$ cat config.mk
export PLATFORM = sky130hd
export DESIGN_NAME = led_mmio_port
export DESIGN_NICKNAME = d
export VERILOG_FILES = /design/src/rtl/led_port_pkg.sv /design/src/rtl/led_pwm_blink.sv /design/src/rtl/led_mmio_port.sv
export SDC_FILE = /design/constraint.sdc
export NUM_CORES = 1
export LEC_CHECK = 0
export ABC_CLOCK_PERIOD_IN_PS = 2350
export CORE_MARGIN = 5
export CORE_UTILIZATION = 56
export CTS_CLUSTER_SIZE = 8
export DETAILED_ROUTE_END_ITERATION = 8
export PLACE_DENSITY_LB_ADDON = 0.2
export SYNTH_ARGS = -nofsm -noshare
export SYNTH_HDL_FRONTEND = slang
export SYNTH_SLANG_ARGS = --single-unit
export TNS_END_PERCENT = 30
$ cat constraint.sdc
create_clock -name clk -period 2.35 [get_ports clk]
set_clock_uncertainty 0.1 [all_clocks]
set_input_delay 0.235 -clock clk [delete_from_list [all_inputs] [get_ports clk]]
set_output_delay 0.235 -clock clk [all_outputs]
set_load 0.005 [all_outputs]
$ cat src/rtl/led_port_pkg.sv
// Shared register offsets, reset values and LED_MODE field positions for the LED port.
package led_port_pkg;

  typedef enum logic [1:0] {
    OFF_DATA = 2'd0,
    OFF_MODE = 2'd1,
    OFF_DIV  = 2'd2,
    OFF_RSVD = 2'd3
  } reg_off_e;

  localparam logic [7:0] DATA_RST = 8'h00;
  localparam logic [7:0] MODE_RST = 8'hF0;
  localparam logic [7:0] DIV_RST  = 8'h00;

  localparam int unsigned BLINK_BIT  = 0;
  localparam int unsigned BRIGHT_MSB = 7;
  localparam int unsigned BRIGHT_LSB = 4;

endpackage

$ cat src/rtl/led_pwm_blink.sv
// PWM dimming counter and blink phase generator for the LED port.
module led_pwm_blink #(
  parameter int unsigned PRESCALE_W = 20
) (
  input  logic       clk,
  input  logic       rst_n,
  input  logic [3:0] bright,
  input  logic       blink_en,
  input  logic [7:0] blink_div,
  input  logic       restart,
  input  logic       div_wr,
  output logic       pwm_on,
  output logic       phase
);
  import led_port_pkg::*;

  logic [3:0]            pwm_cnt;
  logic [PRESCALE_W-1:0] presc;
  logic [7:0]            tick_cnt;
  logic                  tick;

  assign tick   = &presc;
  assign pwm_on = (pwm_cnt <= bright);

  always_ff @(posedge clk or negedge rst_n) begin
    if (!rst_n) begin
      pwm_cnt <= '0;
    end else begin
      pwm_cnt <= pwm_cnt + 4'd1;
    end
  end

  // Restart wins over everything so a freshly enabled blink starts a full visible half-period.
  always_ff @(posedge clk or negedge rst_n) begin
    if (!rst_n) begin
      presc    <= '0;
      tick_cnt <= '0;
      phase    <= 1'b1;
    end else if (restart) begin
      presc    <= '0;
      tick_cnt <= '0;
      phase    <= 1'b1;
    end else begin
      presc <= presc + 1'b1;
      if (div_wr) begin
        tick_cnt <= '0;
      end else if (tick) begin
        if (tick_cnt == blink_div) begin
          tick_cnt <= '0;
          phase    <= ~phase;
        end else begin
          tick_cnt <= tick_cnt + 8'd1;
        end
      end
    end
  end

  logic unused_blink_en;
  assign unused_blink_en = blink_en;

endmodule

$ cat src/rtl/led_mmio_port.sv
// Memory-mapped LED peripheral: bus decode, register file, read path and registered Led drive.
module led_mmio_port #(
  parameter int unsigned            ADDR_W     = 8,
  parameter logic [ADDR_W-1:0]      BASE_ADDR  = 8'hFC,
  parameter int unsigned            PRESCALE_W = 20
) (
  input  logic              clk,
  input  logic              rst_n,
  input  logic [ADDR_W-1:0] addr,
  input  logic [7:0]        wdata,
  input  logic              we,
  input  logic              re,
  output logic [7:0]        rdata,
  output logic              rvalid,
  output logic [7:0]        Led
);
  import led_port_pkg::*;

  logic       hit;
  reg_off_e   off;
  logic [7:0] led_data;
  logic [3:0] bright;
  logic       blink_en;
  logic [7:0] blink_div;
  logic [7:0] mode_rd;
  logic [7:0] rd_mux;
  logic       wr_hit;
  logic       restart;
  logic       div_wr;
  logic       pwm_on;
  logic       phase;

  assign hit    = (addr[ADDR_W-1:2] == BASE_ADDR[ADDR_W-1:2]);
  assign off    = reg_off_e'(addr[1:0]);
  assign wr_hit = we && hit;

  assign restart = wr_hit && (off == OFF_MODE) && wdata[BLINK_BIT] && !blink_en;
  assign div_wr  = wr_hit && (off == OFF_DIV);

  always_ff @(posedge clk or negedge rst_n) begin
    if (!rst_n) begin
      led_data  <= DATA_RST;
      blink_en  <= MODE_RST[BLINK_BIT];
      bright    <= MODE_RST[BRIGHT_MSB:BRIGHT_LSB];
      blink_div <= DIV_RST;
    end else if (wr_hit) begin
      unique case (off)
        OFF_DATA: led_data <= wdata;
        OFF_MODE: begin
          blink_en <= wdata[BLINK_BIT];
          bright   <= wdata[BRIGHT_MSB:BRIGHT_LSB];
        end
        OFF_DIV:  blink_div <= wdata;
        OFF_RSVD: ;
      endcase
    end
  end

  always_comb begin
    mode_rd                        = '0;
    mode_rd[BRIGHT_MSB:BRIGHT_LSB] = bright;
    mode_rd[BLINK_BIT]             = blink_en;
  end

  always_comb begin
    rd_mux = '0;
    unique case (off)
      OFF_DATA: rd_mux = led_data;
      OFF_MODE: rd_mux = mode_rd;
      OFF_DIV:  rd_mux = blink_div;
      OFF_RSVD: rd_mux = '0;
    endcase
  end

  // Read mux sees pre-edge register contents, so a same-cycle write is returned as the old value.
  always_ff @(posedge clk or negedge rst_n) begin
    if (!rst_n) begin
      rdata  <= '0;
      rvalid <= 1'b0;
    end else begin
      rvalid <= re && hit;
      if (re && hit) begin
        rdata <= rd_mux;
      end
    end
  end

  led_pwm_blink #(
    .PRESCALE_W(PRESCALE_W)
  ) u_pwm_blink (
    .clk      (clk),
    .rst_n    (rst_n),
    .bright   (bright),
    .blink_en (blink_en),
    .blink_div(blink_div),
    .restart  (restart),
    .div_wr   (div_wr),
    .pwm_on   (pwm_on),
    .phase    (phase)
  );

  always_ff @(posedge clk or negedge rst_n) begin
    if (!rst_n) begin
      Led <= '0;
    end else begin
      Led <= led_data & {8{pwm_on}} & {8{~blink_en | phase}};
    end
  end

endmodule

==> summary.md, run 1 <==
| Metric | Value |
|---|---|
| Status | finished clean |
| Syn nets | 328 |
| CTS buffer count | 9 |
| Die width | 87.2 um |
| Largest family of logic cells by synthesized area | simple AND/OR/NAND/NOR gates |
| Syn. warnings | 0 |
| Slew Limit Headroom | 0.612 |
| Highest metal used | met4 |
| Post-DP HPWL | between 5000 and 6000 um |
| Diodes inserted | 0 |
| Largest net degree at the start of global routing | 38 |
| Post-DR wirelength/cell | 15.6 um |
| Setup bufs post-CTS | 0 |
| Post-route design area | 4030 um^2 |
| Synth Cell Area | 3340 um^2 |
| Initial Utilization | 0.570 |
| CP max FO | 7 |
| Synthesis-stage register bit count | 71 |
| Mapped Avg Cell Area | 11.1 um^2 |
| Share of cells above drive strength 1 | 0.176 |
| Hold Path Class | input pin to asynchronous set/reset pin |
| Simple-Gate Fraction of Synth Area | 0.186 |
| Post-synth EDFFs | 0 |
| Mapped Cells | 301 |
| Synth Area in Compound Gates | 0.0735 |
| Fraction of registers with async set/reset | 1.00 |
| Remaining global-route overflow | 0 |
| Via count | 2,370 |
| Power per cell area | 640 nW/um^2 |
| Ys flop type | dfrtp_1 |
| Adder-Cell Fraction of Synth Area | 0.0263 |
| Final setup violation count | 0 |
| WL final | roughly 6800 um |
| CP Capture Type | flop |
| Die height | 87.2 um |
| Number of distinct library cells after synthesis | 44 |
| CP max stage delay | around 0.55 ns |
| Crit-path leading delay family | simple AND/OR/NAND/NOR gates |
| Worst EP arrival | 2.31 ns |
| Seq/Total Area, Yosys | 0.535 |
| # hold bufs at CTS | 1 |
| Layout net count | 380 |
| Num rows | 28 |
| Wire length on met3 | roughly 320 um |
| Via density | 5.47 |
| Metal2 WL | approximately 3300 um |
| Post-route clock period utilization | 0.905 |
| Vias in the first global route | around 2,400 |
| Routability cong. | 0.818 |
| Leakage | 1.82 nW |
| DP Area | slightly below 4000 um^2 |
| Maximum Capacitance Violations | 0 |
| Global-route wire length before repair | 11,400 um |
| Remaining antenna violation count after routing | 0 |
| Post_cts resized | 0 |
| H-tree levels | 3 |
| Root Buffer | clkbuf_8 |
| Final TNS setup | 0 ns |
| CP Data Required Time | 2.53 ns |
| Fmax | 470 MHz |
| RSZ-0062 raised after global routing | false |
| DRT iter0 DRCs | 116 |
| Total power | 2.58 mW |
| Port-buffer cells | 36 |
| Placeable Area | 5850 um^2 |
| Post-synthesis mux area share | 0.0881 |
| Final Hold Viols | 0 |
| Initial DRT Pass Iterations | 4 |
| DRT met1 WL | 3020 um |
| Area Growth Syn to Fin | 20.8% |
| Buf+Inv Stages, Crit Path | 0 |
| Total track usage | 0.198 |
| Initial antenna violation count | 0 |
| CTS Buffer Depth | 2 |
| CTS tree | done |
| Startpoint types | flop |
| Final-report max-slew violation count | 0 |
| Final Critical Period | 2.13 ns |
| Slowest library cell on the worst path | or4_4 |
| Clk_lat worst skew | 0.34 ns |
| # DRC | 0 |
| I/O pin total | 37 |
| Worst IR Drop VDD | 0.424 mV |
| CP cell instances | ha_1 > nand4_2 > nor3_4 > o2111ai_4 > or4_4 > a21oi_2 |
| Die ar. | 7600 um^2 |
| Least-Margin Pin Slew | 0.581 ns |
| Worst-path clk slew | 0.08 ns |
| Crit path kind | flop to flop |
| Clock sink count | 71 |
| Post-synthesis xor/xnor area fraction | 0.0735 |
[flip-flops by register name, indices dropped and copies added, names as in the netlist]
register,cells
u_pwm_blink.tick_cnt,8
bright,4
led_data,8
blink_en,1
rdata,8
u_pwm_blink.phase,1
u_pwm_blink.pwm_cnt,4
rvalid,1
Led,8
blink_div,8
u_pwm_blink.presc,20
[routing by layer]
metal	vias to the layer above	track usage
li1	1153	-
met1	1154	0.250
met2	52	0.329
met3	11	0.0360
met4	0	0.0948
met5	-	0
[layout make-up]
cell class | count | area, um^2
Tap cell | 75 | 93.8
Clock inverter | 2 | 10.0
Inverter | 8 | 30.0
Timing Repair Buffer | 49 | 468
Clock buffer | 14 | 153
Sequential cell | 71 | 1780
Fill cell | 444 | 1820
Multi-Input combinational cell | 214 | 1490
[cells by family (layout without fill, tap and decap cells)]
group,Yosys count,count (layout)
adders and majority gates,7,7
DFF,71,71
muxes,27,27
xor gates and xnor gates,28,28
buffers and inverters,16,73
and+or+nand+nor,114,114
AOI/OAI and AO/OA,38,38
[power breakdown]
part           internal [mW]  total, mW  switching, mW  leakage (nW)
clock                  0.411      0.843          0.432        0.0844
sequential              1.33       1.44          0.110         0.937
combinational          0.159      0.293          0.133         0.795
total                   1.90       2.58          0.676          1.82
[cells in the final DEF (no fill, tap or decap), types with 2 or more instances in the layout]
master,count
o31ai_1,3
and4_2,2
mux2i_1,8
xnor2_1,16
dfstp_2,5
buf_4,11
a21oi_1,12
mux2_2,19
clkinv_2,2
o21a_1,3
or3_1,3
dfrtp_1,66
o21ai_0,12
ha_1,7
or4_1,4
nor2b_1,4
nand3_1,14
nand3_2,2
nor2_1,31
a2bb2oi_1,2
and2_1,2
nand4_1,4
clkbuf_1,4
nand2_1,25
or2_2,3
xor2_1,12
inv_1,8
clkdlybuf4s50_1,35
clkbuf_8,10
nor4_1,2
nor3b_1,8
[through the flow]
stage | worst slack, ns | hold slack, ns | std cells | utilization
after floorplan | 0.253 | -0.161 | 301 | -
after global placement | 0.193 | 0.0542 | 416 | 0.659
after detailed placement | 0.142 | 0.0594 | 416 | 0.659
after CTS | 0.211 | 0.233 | 433 | 0.689
after global routing | 0.121 | 0.271 | 433 | 0.689
final | 0.222 | 0.229 | 433 | 0.689
[final timing paths]
| kind | start | endpoint | slack [ns] | depth (start not counted) |
|---|---|---|---|---|
| min in group clk | u_pwm_blink.pwm_cnt[0] | u_pwm_blink.pwm_cnt[0] | 0.37 | 1 |
| worst min register to register | u_pwm_blink.pwm_cnt[0] | u_pwm_blink.pwm_cnt[0] | 0.37 | 1 |
| worst max register to register | u_pwm_blink.presc[0] | u_pwm_blink.tick_cnt[6] | 0.22 | 6 |
| max in group asynchronous | rst_n | bright[0] | 1.25 | 3 |
| worst max-delay path | u_pwm_blink.presc[0] | u_pwm_blink.tick_cnt[6] | 0.22 | 6 |
| worst min-delay path | rst_n | Led[2] | 0.23 | 2 |
[cells in the mapped netlist, drive strengths merged, types with 2 or more instances]
master / number / area (um^2)
dfrtp: 66 / 1650
nor2: 31 / 116
nand2: 25 / 93.8
mux2: 19 / 214
nand3: 16 / 90.1
xnor2: 16 / 140
a21oi: 13 / 68.8
o21ai: 13 / 65.1
xor2: 12 / 105
nor3b: 9 / 72.6
inv: 8 / 30.0
mux2i: 8 / 80.1
ha: 7 / 87.6
clkbuf: 5 / 18.8
dfstp: 5 / 131
nand4: 5 / 37.5
or4: 5 / 41.3
nor2b: 4 / 25.0
and4: 3 / 28.8
buf: 3 / 11.3
o21a: 3 / 22.5
o31ai: 3 / 22.5
or2: 3 / 18.8
or3: 3 / 18.8
a2bb2oi: 2 / 17.5
and2: 2 / 12.5
and3: 2 / 13.8
nor3: 2 / 21.3
nor4: 2 / 12.5
[worst reg2reg max path: cells and delay by family, from the launching register on]
kind,cells,cell delay [ns]
and+or+nand+nor,3,1.02
adders and majority gates,1,0.23
AOI/OAI and AO/OA,2,0.34
DFF,1,0.38
Note: power is estimated with default switching activity, not from simulation.
==> run 2: changes to the inputs <==
--- a/config.mk
+++ b/config.mk
@@ -6,7 +6,7 @@
 export NUM_CORES = 1
 export LEC_CHECK = 0
 export ABC_CLOCK_PERIOD_IN_PS = 2350
-export CORE_MARGIN = 5
+export CORE_MARGIN = 1.5
 export CORE_UTILIZATION = 56
 export CTS_CLUSTER_SIZE = 8
 export DETAILED_ROUTE_END_ITERATION = 8
@@ -14,4 +14,3 @@
 export SYNTH_ARGS = -nofsm -noshare
 export SYNTH_HDL_FRONTEND = slang
 export SYNTH_SLANG_ARGS = --single-unit
-export TNS_END_PERCENT = 30
==> run 2 against run 1 <==
Register-to-register slack barely moved. Core utilization rose by 2.6 points. Die area fell by 15%. Sequential share of layout area barely moved. Hold slack improved by 0.11 ns. Global-route usage rose by 3.1 points. Sequential power barely moved. Wire length fell by 4.4%. Maximum frequency rose by 0.43%. Setup slack improved by 0.0092 ns. Critical path type unchanged. Highest routed layer unchanged.
==> summary.md, run 2 (same netlist as run 1, synthesis figures left out) <==
| Metric | Value |
|---|---|
| Leakage | 1.82 nW (about the same) |
| I/O pin total | 37 (unchanged) |
| Commonest non-fill, non-tap cell in the layout | dfrtp_1 (unchanged) |
| Via density | 5.44 (was 5.47) |
| Setup bufs post-CTS | 0 (unchanged) |
| Layout net count | 380 (unchanged) |
| H-tree levels | 3 (unchanged) |
| Remaining antenna violation count after routing | 0 (unchanged) |
| Sw Ratio | 0.254 (was 0.262) |
| CP startpoint | u_pwm_blink.presc[0] (unchanged) |
| CP Data Required Time | 2.52 ns (was 2.53 ns) |
| DRT iter0 DRCs | 126 (was 116) |
| Share of cells above drive strength 1 | 0.173 (was 0.176) |
| Crit path kind | flop to flop (unchanged) |
| CTS tree | done (unchanged) |
| Psw | 0.657 mW (was 0.676 mW) |
| Worst r2r path cells | 6 (unchanged) |
| Post_cts resized | 0 (unchanged) |
| WL final | 6470 um (was 6760 um) |
| Most frequent cells in the layout | dfrtp_1, clkdlybuf4s50_1, nor2_1 (unchanged) |
| Power per cell area | 643 nW/um^2 (was 640 nW/um^2) |
| Hold slack | 0.343 ns (was 0.229 ns) |
| Least-Margin Pin Slew | 0.592 ns (was 0.581 ns) |
| Clk_lat worst skew | 0.34 ns (about the same) |
| # DRC | 0 (unchanged) |
| Slew Limit Headroom | 0.604 (was 0.612) |
| Hold Path Class | input pin to asynchronous set/reset pin (unchanged) |
| Remaining global-route overflow | 0 (unchanged) |
| Area Growth Syn to Fin | 20.9% (was 20.8%) |
| Die width | 80.2 um (was 87.2 um) |
| Status | finished clean (unchanged) |
| Root Buffer | clkbuf_8 (unchanged) |
| Flip-flop count of the largest register after layout | 20 (unchanged) |
| Crit-path leading delay family | simple AND/OR/NAND/NOR gates (unchanged) |
| Post-route clock period utilization | 0.901 (was 0.905) |
| CP cell instances | ha_1 > nand4_2 > nor3_4 > o2111ai_4 > or4_4 > a21oi_2 (unchanged) |
| CTS Buffer Depth | 2 (unchanged) |
| Slowest library cell on the worst path | or4_4 (unchanged) |
| Internal | 1.94 mW (was 1.90 mW) |
| R2R Path Start | u_pwm_blink.presc[0] (unchanged) |
| CTS buffer count | 9 (unchanged) |
| Via count | 2,338 (was 2,370) |
| Diodes inserted | 0 (unchanged) |
| Final setup violation count | 0 (unchanged) |
| Maximum Capacitance Violations | 0 (unchanged) |
| Total track usage | 0.229 (was 0.198) |
| Routability cong. | 0.859 (was 0.818) |
| Final-report max-slew violation count | 0 (unchanged) |
| Flop pwr share | 0.557 (was 0.560) |
| Placeable Area | 5640 um^2 (was 5850 um^2) |
| Post-DR wirelength/cell | 15.0 um (was 15.6 um) |
| Clock sink count | 71 (unchanged) |
| Initial DRT Pass Iterations | 4 (unchanged) |
| Post-route design area | 4030 um^2 (about the same) |
| Startpoint types | flop (unchanged) |
| CP max FO | 7 (unchanged) |
| CP Capture Type | flop (unchanged) |
| Worst IR Drop VDD | 0.445 mV (was 0.424 mV) |
| Vias in the first global route | 2,393 (was 2,418) |
| Initial antenna violation count | 0 (unchanged) |
| Worst-path clk slew | 0.07 ns (was 0.08 ns) |
| Total power | 2.59 mW (was 2.58 mW) |
| Final Hold Viols | 0 (unchanged) |
| RSZ-0062 raised after global routing | false (unchanged) |
| CP Depth | 6 (unchanged) |
| DP Area | 3850 um^2 (was 3860 um^2) |
| Largest net degree at the start of global routing | 72 (was 38) |
| Combinational power share | 0.113 (was 0.114) |
| Die ar. | 6430 um^2 (was 7600 um^2) |
| Final Critical Period | 2.12 ns (was 2.13 ns) |
| CP max stage delay | 0.55 ns (about the same) |
| Clock network power share | 0.330 (was 0.327) |
| Global-route wire length before repair | 11,000 um (was 11,400 um) |
| Final TNS setup | 0 ns (unchanged) |
| Biggest register | u_pwm_blink.presc (unchanged) |
| Port-buffer cells | 36 (unchanged) |
| Post-DP HPWL | 4580 um (was 5000 um) |
| Buf+Inv Stages, Crit Path | 0 (unchanged) |
| Num rows | 27 (was 28) |
| Die height | 80.2 um (was 87.2 um) |
| Worst EP arrival | 2.29 ns (was 2.31 ns) |
| Fmax | 472 MHz (was 470 MHz) |
| Initial Utilization | 0.591 (was 0.570) |
-- run 2: timing repair --
| item | in CTS | in global routing |
|---|---|---|
| hold buffers | 1 | 0 |
| setup endpoints to repair | 0 | 0 |
| hold endpoints to repair | 66 | 0 |
-- run 2: area by class of cell --
cell class,count,area [um^2]
Clock buffer,16,170
Fill cell,391,1610
Inverter,8,30.0
Multi-Input combinational cell,214,1490
Sequential cell,71,1780
Tap cell,72,90.1
Timing Repair Buffer,49,468
-- run 2: per-stage QoR --
step                      instances  setup WS (ns)  utilization
after floorplan                 301          0.253            -
after global placement          413          0.190        0.683
after detailed placement        413          0.128        0.683
after CTS                       430          0.219        0.715
after global routing            430         0.0914        0.715
final                           430          0.232        0.715
-- run 2: per-layer routing --
layer,up-vias,share of wire,track usage
met1,1139,0.48,0.307
met2,37,0.46,0.359
met4,0,0.016,0.105
met5,-,0,0
li1,1152,-,-
met3,10,0.039,0.0466
-- run 2: tightest hold or removal path, stage by stage --
cell and delay (ns):
dlygate4sd3_1 0.52, buf_2 0.12, buf_12 0.31
-- run 2: worst paths after layout --
kind | endpoint | slack, ns
min in group clk | u_pwm_blink.pwm_cnt[0] | 0.37
max in group asynchronous | bright[0] | 1.47
min reg2reg | u_pwm_blink.pwm_cnt[0] | 0.37
max reg2reg | u_pwm_blink.tick_cnt[6] | 0.23
min | blink_div[3] | 0.34
max | u_pwm_blink.tick_cnt[6] | 0.23
-- run 2: power by group through the flow --
| stage | combinational (mW) | sequential [mW] | clock, mW |
|---|---|---|---|
| detailed placement | 0.293 | 1.47 | 0 |
| global route | 0.332 | 1.46 | 0.939 |
| finish | 0.293 | 1.44 | 0.856 |
| CTS | 0.298 | 1.44 | 0.885 |
| global placement | 0.283 | 1.46 | 0 |
| floorplan | 0.172 | 1.44 | 0 |
